==> config.mk <==
export PLATFORM = sky130hd
export DESIGN_NAME = sme_share_seq
export DESIGN_NICKNAME = d
export VERILOG_FILES = /design/src/rtl/sme_pkg.sv /design/src/rtl/sme_share_acc.sv /design/src/rtl/sme_share_seq.sv
export SDC_FILE = /design/constraint.sdc
export NUM_CORES = 1
export LEC_CHECK = 0
export CAP_MARGIN = 5
export CORE_MARGIN = 5
export CORE_UTILIZATION = 43
export DETAILED_ROUTE_END_ITERATION = 7
export PLACE_DENSITY = 0.82
export SYNTH_ARGS = -nofsm -noshare
export SYNTH_HDL_FRONTEND = slang
export SYNTH_SLANG_ARGS = --single-unit
==> constraint.sdc <==
create_clock -name g_clk -period 1.8 [get_ports g_clk]
set_clock_uncertainty 0.2 [all_clocks]
set_input_delay 0.18 -clock g_clk [delete_from_list [all_inputs] [get_ports g_clk]]
set_output_delay 0.18 -clock g_clk [all_outputs]
set_load 0.1 [all_outputs]
==> src/rtl/sme_pkg.sv <==
// Shared types and constants for the SME share sequencers.
// SME_SHARE_SEQ_CLEAR_EN adds the CLR state to the state enum.
package sme_pkg;
  localparam int SME_RF_AW = 4;
  localparam int SME_SMAX  = 3;
  localparam int SME_SBW   = $clog2(SME_SMAX);

  typedef logic [SME_SBW-1:0] sme_bank_t;

`ifdef SME_SHARE_SEQ_CLEAR_EN
  typedef enum logic [1:0] {ST_IDLE, ST_RAND, ST_FINAL, ST_CLR} sme_state_t;
`else
  typedef enum logic [1:0] {ST_IDLE, ST_RAND, ST_FINAL} sme_state_t;
`endif
endpackage

==> src/rtl/sme_share_acc.sv <==
// XOR accumulator plus share-bank down-counter used by the share sequencers.
module sme_share_acc #(
  parameter  int XLEN = 32,
  parameter  int SMAX = 3,
  localparam int SBW  = $clog2(SMAX)
) (
  input  logic            g_clk,
  input  logic            g_resetn,
  input  logic            load,
  input  logic [XLEN-1:0] load_val,
  input  logic            step,
  input  logic [XLEN-1:0] step_val,
  output logic [XLEN-1:0] acc,
  output logic [SBW-1:0]  cnt
);

  // load restarts the counter at the top bank; step folds in a word and moves down one bank
  always_ff @(posedge g_clk or negedge g_resetn) begin
    if (!g_resetn) begin
      acc <= '0;
      cnt <= '0;
    end else if (load) begin
      acc <= load_val;
      cnt <= SBW'(SMAX-1);
    end else if (step) begin
      acc <= acc ^ step_val;
      cnt <= cnt - SBW'(1);
    end
  end

endmodule

==> src/rtl/sme_share_seq.sv <==
// Splits one XLEN value into SMAX Boolean shares, writing one share bank per cycle.
// SME_SHARE_SEQ_CLEAR_EN enables the zeroing (CLR) sequence selected by req_clear.
module sme_share_seq
  import sme_pkg::*;
#(
  parameter  int XLEN = 32,
  parameter  int SMAX = SME_SMAX,
  localparam int SBW  = $clog2(SMAX)
) (
  input  logic                 g_clk,
  input  logic                 g_resetn,
  output logic                 g_clk_req,
  input  logic                 req_valid,
  output logic                 req_ready,
  input  logic [SME_RF_AW-1:0] req_addr,
  input  logic [XLEN-1:0]      req_data,
  input  logic                 req_clear,
  output logic                 rng_req,
  input  logic                 rng_valid,
  input  logic [XLEN-1:0]      rng_data,
  output logic                 rf_wen,
  output logic [SBW-1:0]       rf_bank,
  output logic [SME_RF_AW-1:0] rf_addr,
  output logic [XLEN-1:0]      rf_wdata,
  output logic                 busy
);

  sme_state_t           state_q, state_d;
  logic [SME_RF_AW-1:0] addr_q;
  logic [XLEN-1:0]      acc;
  logic [SBW-1:0]       cnt;
  logic                 acc_load, acc_step;
  logic [XLEN-1:0]      step_val;

`ifndef SME_SHARE_SEQ_CLEAR_EN
  logic unused_clear;
  assign unused_clear = req_clear;
`endif

  sme_share_acc #(.XLEN(XLEN), .SMAX(SMAX)) u_acc (
    .g_clk    (g_clk),
    .g_resetn (g_resetn),
    .load     (acc_load),
    .load_val (req_data),
    .step     (acc_step),
    .step_val (step_val),
    .acc      (acc),
    .cnt      (cnt)
  );

  always_ff @(posedge g_clk or negedge g_resetn) begin
    if (!g_resetn) begin
      state_q <= ST_IDLE;
      addr_q  <= '0;
    end else begin
      state_q <= state_d;
      if (acc_load) addr_q <= req_addr;
    end
  end

  always_comb begin
    state_d   = state_q;
    req_ready = 1'b0;
    rng_req   = 1'b0;
    rf_wen    = 1'b0;
    rf_bank   = '0;
    rf_addr   = '0;
    rf_wdata  = '0;
    acc_load  = 1'b0;
    acc_step  = 1'b0;
    step_val  = '0;
    case (state_q)
      ST_IDLE: begin
        req_ready = 1'b1;
        if (req_valid) begin
          acc_load = 1'b1;
`ifdef SME_SHARE_SEQ_CLEAR_EN
          state_d  = req_clear ? ST_CLR : ST_RAND;
`else
          state_d  = ST_RAND;
`endif
        end
      end
      // random shares go to banks SMAX-1..1; a missing RNG word stalls everything
      ST_RAND: begin
        rng_req  = 1'b1;
        rf_bank  = cnt;
        rf_addr  = addr_q;
        rf_wdata = rng_data;
        if (rng_valid) begin
          rf_wen   = 1'b1;
          acc_step = 1'b1;
          step_val = rng_data;
          if (cnt == SBW'(1)) state_d = ST_FINAL;
        end
      end
      ST_FINAL: begin
        rf_wen   = 1'b1;
        rf_addr  = addr_q;
        rf_wdata = acc;
        state_d  = ST_IDLE;
      end
`ifdef SME_SHARE_SEQ_CLEAR_EN
      ST_CLR: begin
        rf_wen  = 1'b1;
        rf_bank = cnt;
        rf_addr = addr_q;
        if (cnt == '0) state_d  = ST_IDLE;
        else           acc_step = 1'b1;
      end
`endif
      default: state_d = ST_IDLE;
    endcase
  end

  assign busy      = (state_q != ST_IDLE);
  assign g_clk_req = busy | req_valid;

endmodule
==> results_dict.tcl <==
set metrics [dict create \
    outcome "complete, but fails checks" \
    violations "negative setup slack" \
    antenna_left 0 \
    synth_edf_count 0 \
    clk_pin_slew_ns 0.08 \
    rsz0062_at_grt "yes" \
    hold_viol 0 \
    place_ws_ns 0.0262 \
    fill_cells 260 \
    cp_max_fo 19 \
    synth.largest_area_cell "dfrtp_1" \
    synth_top_cell_area_share_pct 38.1 \
    critPathRequiredTime_ns 1.42 \
    htree_levels 2 \
    syn_to_final_growth_pct 97.0 \
    drt_iter0_markers 163 \
    ios 116 \
    finalCriticalPeriod_ns 2.06 \
    clock_sinks 40 \
    viasPerCell 5.65 \
    synth_warnings 0 \
    grt_max_degree 41 \
    cts_tree "done" \
    nNetsFinal 506 \
    instances_no_fill 503 \
    setup_viol 67 \
    placed_area_um2 4870 \
    syn_avg_cell_area_um2 8.88 \
    worstPathArrival_ns 1.68 \
    synth.most_common_cell "dfrtp_1" \
    initial_core_util_pct 44.4 \
    maxSlewViolCount 0 \
    ys_types 24 \
    wl_per_cell_um 19.5 \
    ys.flop_type "dfrtp_1" \
    seq_area_um2 1000 \
    die_h_um 88.2 \
    tightest_slew_ns 0.536 \
    netlist_area_um2 2630 \
    cts_buffers 5 \
    drive_gt1_share_pct 41.4 \
    multi_input_comb_area_um2 1930 \
    gp_congestion 0.784 \
    fin_crit_sh_pct 114 \
    final_area_um2 5170 \
    drc 0 \
    drv_cap 0 \
    grt_pass1_wl_mm 14.4 \
    syn_nets 375 \
    grt_pass1_vias 2964 \
    hpwl_mm 6.45 \
    cp-end-kind "primary output" \
    netlist_instances 296 \
    io_buffers 114 \
    critical_path_class "flop to primary output" \
    core.rowCount 28 \
    dr.pass1.iters 4 \
    clk_latency_ns 0.29 \
    die_area_um2 7770 \
    synth_commonest_cells "dfrtp_1 (40), a21oi_1 (34)" \
    die_w_um 88.2 \
    seq_area_frac_synth_pct 38.1 \
    max_freq_mhz 486 \
    vias 2840 \
    hold_class "input port to flop" \
    clock_path_buffers 2 \
    grt_use_total_pct 23.6 \
    yosys-top-cells-area "dfrtp_1 (38%), xor2_1 (11%), a22oi_1 (9.1%)" \
    synthArstFlopShare_pct 100 \
    grt_antenna_before_repair 0 \
    slew_headroom_pct 64.3 \
    critPathLaunchType "flop" \
    ys_ff_latch 40 \
    clockRootBuffer "clkbuf_8" \
    place_inst 474 \
    coreArea_um2 5920 \
    gr-total-overflow 0 \
    wl_mm 9.81 \
    antenna_cells 0 \
    setup_slack_ns -0.259 \
]
==> worst max-delay path: stages, from the launching register on <==
cell and delay [ns]:
dfrtp_2 0.44, inv_4 0.07, ha_4 0.34, buf_12 0.17, nor2b_4 0.19, buf_12 0.18
==> per-stage QoR <==
step           setup TNS [ns]  util [%]  hold WS (ns)
2_1_floorplan           -4.70         -        -0.316
3_3_place_gp                0      82.2        0.0839
3_5_place_dp                0      82.2        0.0832
4_1_cts                 -8.31      86.0         0.258
5_1_grt                -14.72      87.4         0.258
6_report               -10.79      87.4         0.257
==> area by class of cell <==
type | instances | area share (%)
timing repair buffer | 154 | 39.3
clock buffer | 8 | 1.74
multi-input combinational | 221 | 37.3
inverter | 5 | 0.484
tap | 75 | 1.81
sequential | 40 | 19.4
==> state kept, by name (all words and copies together) (netlist names) <==
| register | count |
|---|---|
| addr_q | 4 |
| u_acc.cnt | 2 |
| u_acc.acc | 32 |
| state_q | 2 |
==> metal layers <==
metal  global-route usage (%)  up-vias  routed length (µm)  part of all wire, %
met3                     5.55       20                 517                  5.3
met2                     43.4      104                5280                   54
met1                     27.4     1412                3780                   39
met5                        0        -                   0                    0
li1                         -     1304                   -                    -
met4                     6.32        0                 235                  2.4
==> repair_timing <==
item                                    in CTS  in global routing
gates cloned                                 0                  2
hold buffers                                 1                  0
resized for setup                            2                  3
endpoints found under the hold margin       40                  0
endpoints found under the setup margin      41                 75
setup buffers                               14                  4
pin swaps                                    3                 21
==> final timing paths <==
path,end,slack [ns],cells after the start,startpoint
setup / recovery,rf_wdata[26],-0.26,5,state_q[0]$_DFFE_PN0P_
hold / removal,u_acc.acc[10]$_DFFE_PN0P_,0.26,3,req_data[10]
setup reg to reg,u_acc.acc[13]$_DFFE_PN0P_,-0.20,9,state_q[1]$_DFFE_PN0P_
hold reg to reg,addr_q[2]$_DFFE_PN0P_,0.31,1,addr_q[2]$_DFFE_PN0P_
max in group asynchronous,state_q[0]$_DFFE_PN0P_,0.73,3,g_resetn
min in group asynchronous,u_acc.cnt[0]$_DFFE_PN0P_,0.27,3,g_resetn
==> logic make-up (layout without fill, tap and decap cells) <==
| family | count (synthesis) | in the layout | synth area share [%] |
|---|---|---|---|
| adders and majority gates | 6 | 6 | 2.86 |
| DFF | 40 | 40 | 38.1 |
| muxes | 5 | 5 | 2.14 |
| and+or+nand+nor | 107 | 107 | 22.3 |
| buffers and inverters | 35 | 167 | 6.90 |
| AOI/OAI and AO/OA | 70 | 70 | 16.7 |
| xor gates and xnor gates | 33 | 33 | 11.0 |
==> layout by cell type, fill, tap and decap left out <==
cell,count
clkdlybuf4s50_1,70
buf_12,54
dfrtp_1,39
a21oi_1,33
a22oi_2,32
nor2b_4,32
nand4_1,32
xor2_1,32
nor2_1,32
buf_4,25
clkbuf_8,6
and2_4,4
mux2_2,4
ha_4,4
and2_2,3
inv_1,2
nand2_1,2
ha_1,2
clkbuf_1,2
buf_6,2
inv_2,1
o21a_4,1
and2b_2,1
clkinvlp_4,1
nand2_2,1
a21oi_4,1
mux2_4,1
xnor2_1,1
o21ai_0,1
o21a_1,1
o211ai_1,1
inv_4,1
clkbuf_16,1
dlygate4sd3_1,1
buf_2,1
dfrtp_2,1
Power is not shown: default switching activity piles up to over one toggle a cycle in this logic, so the estimate is an artifact.
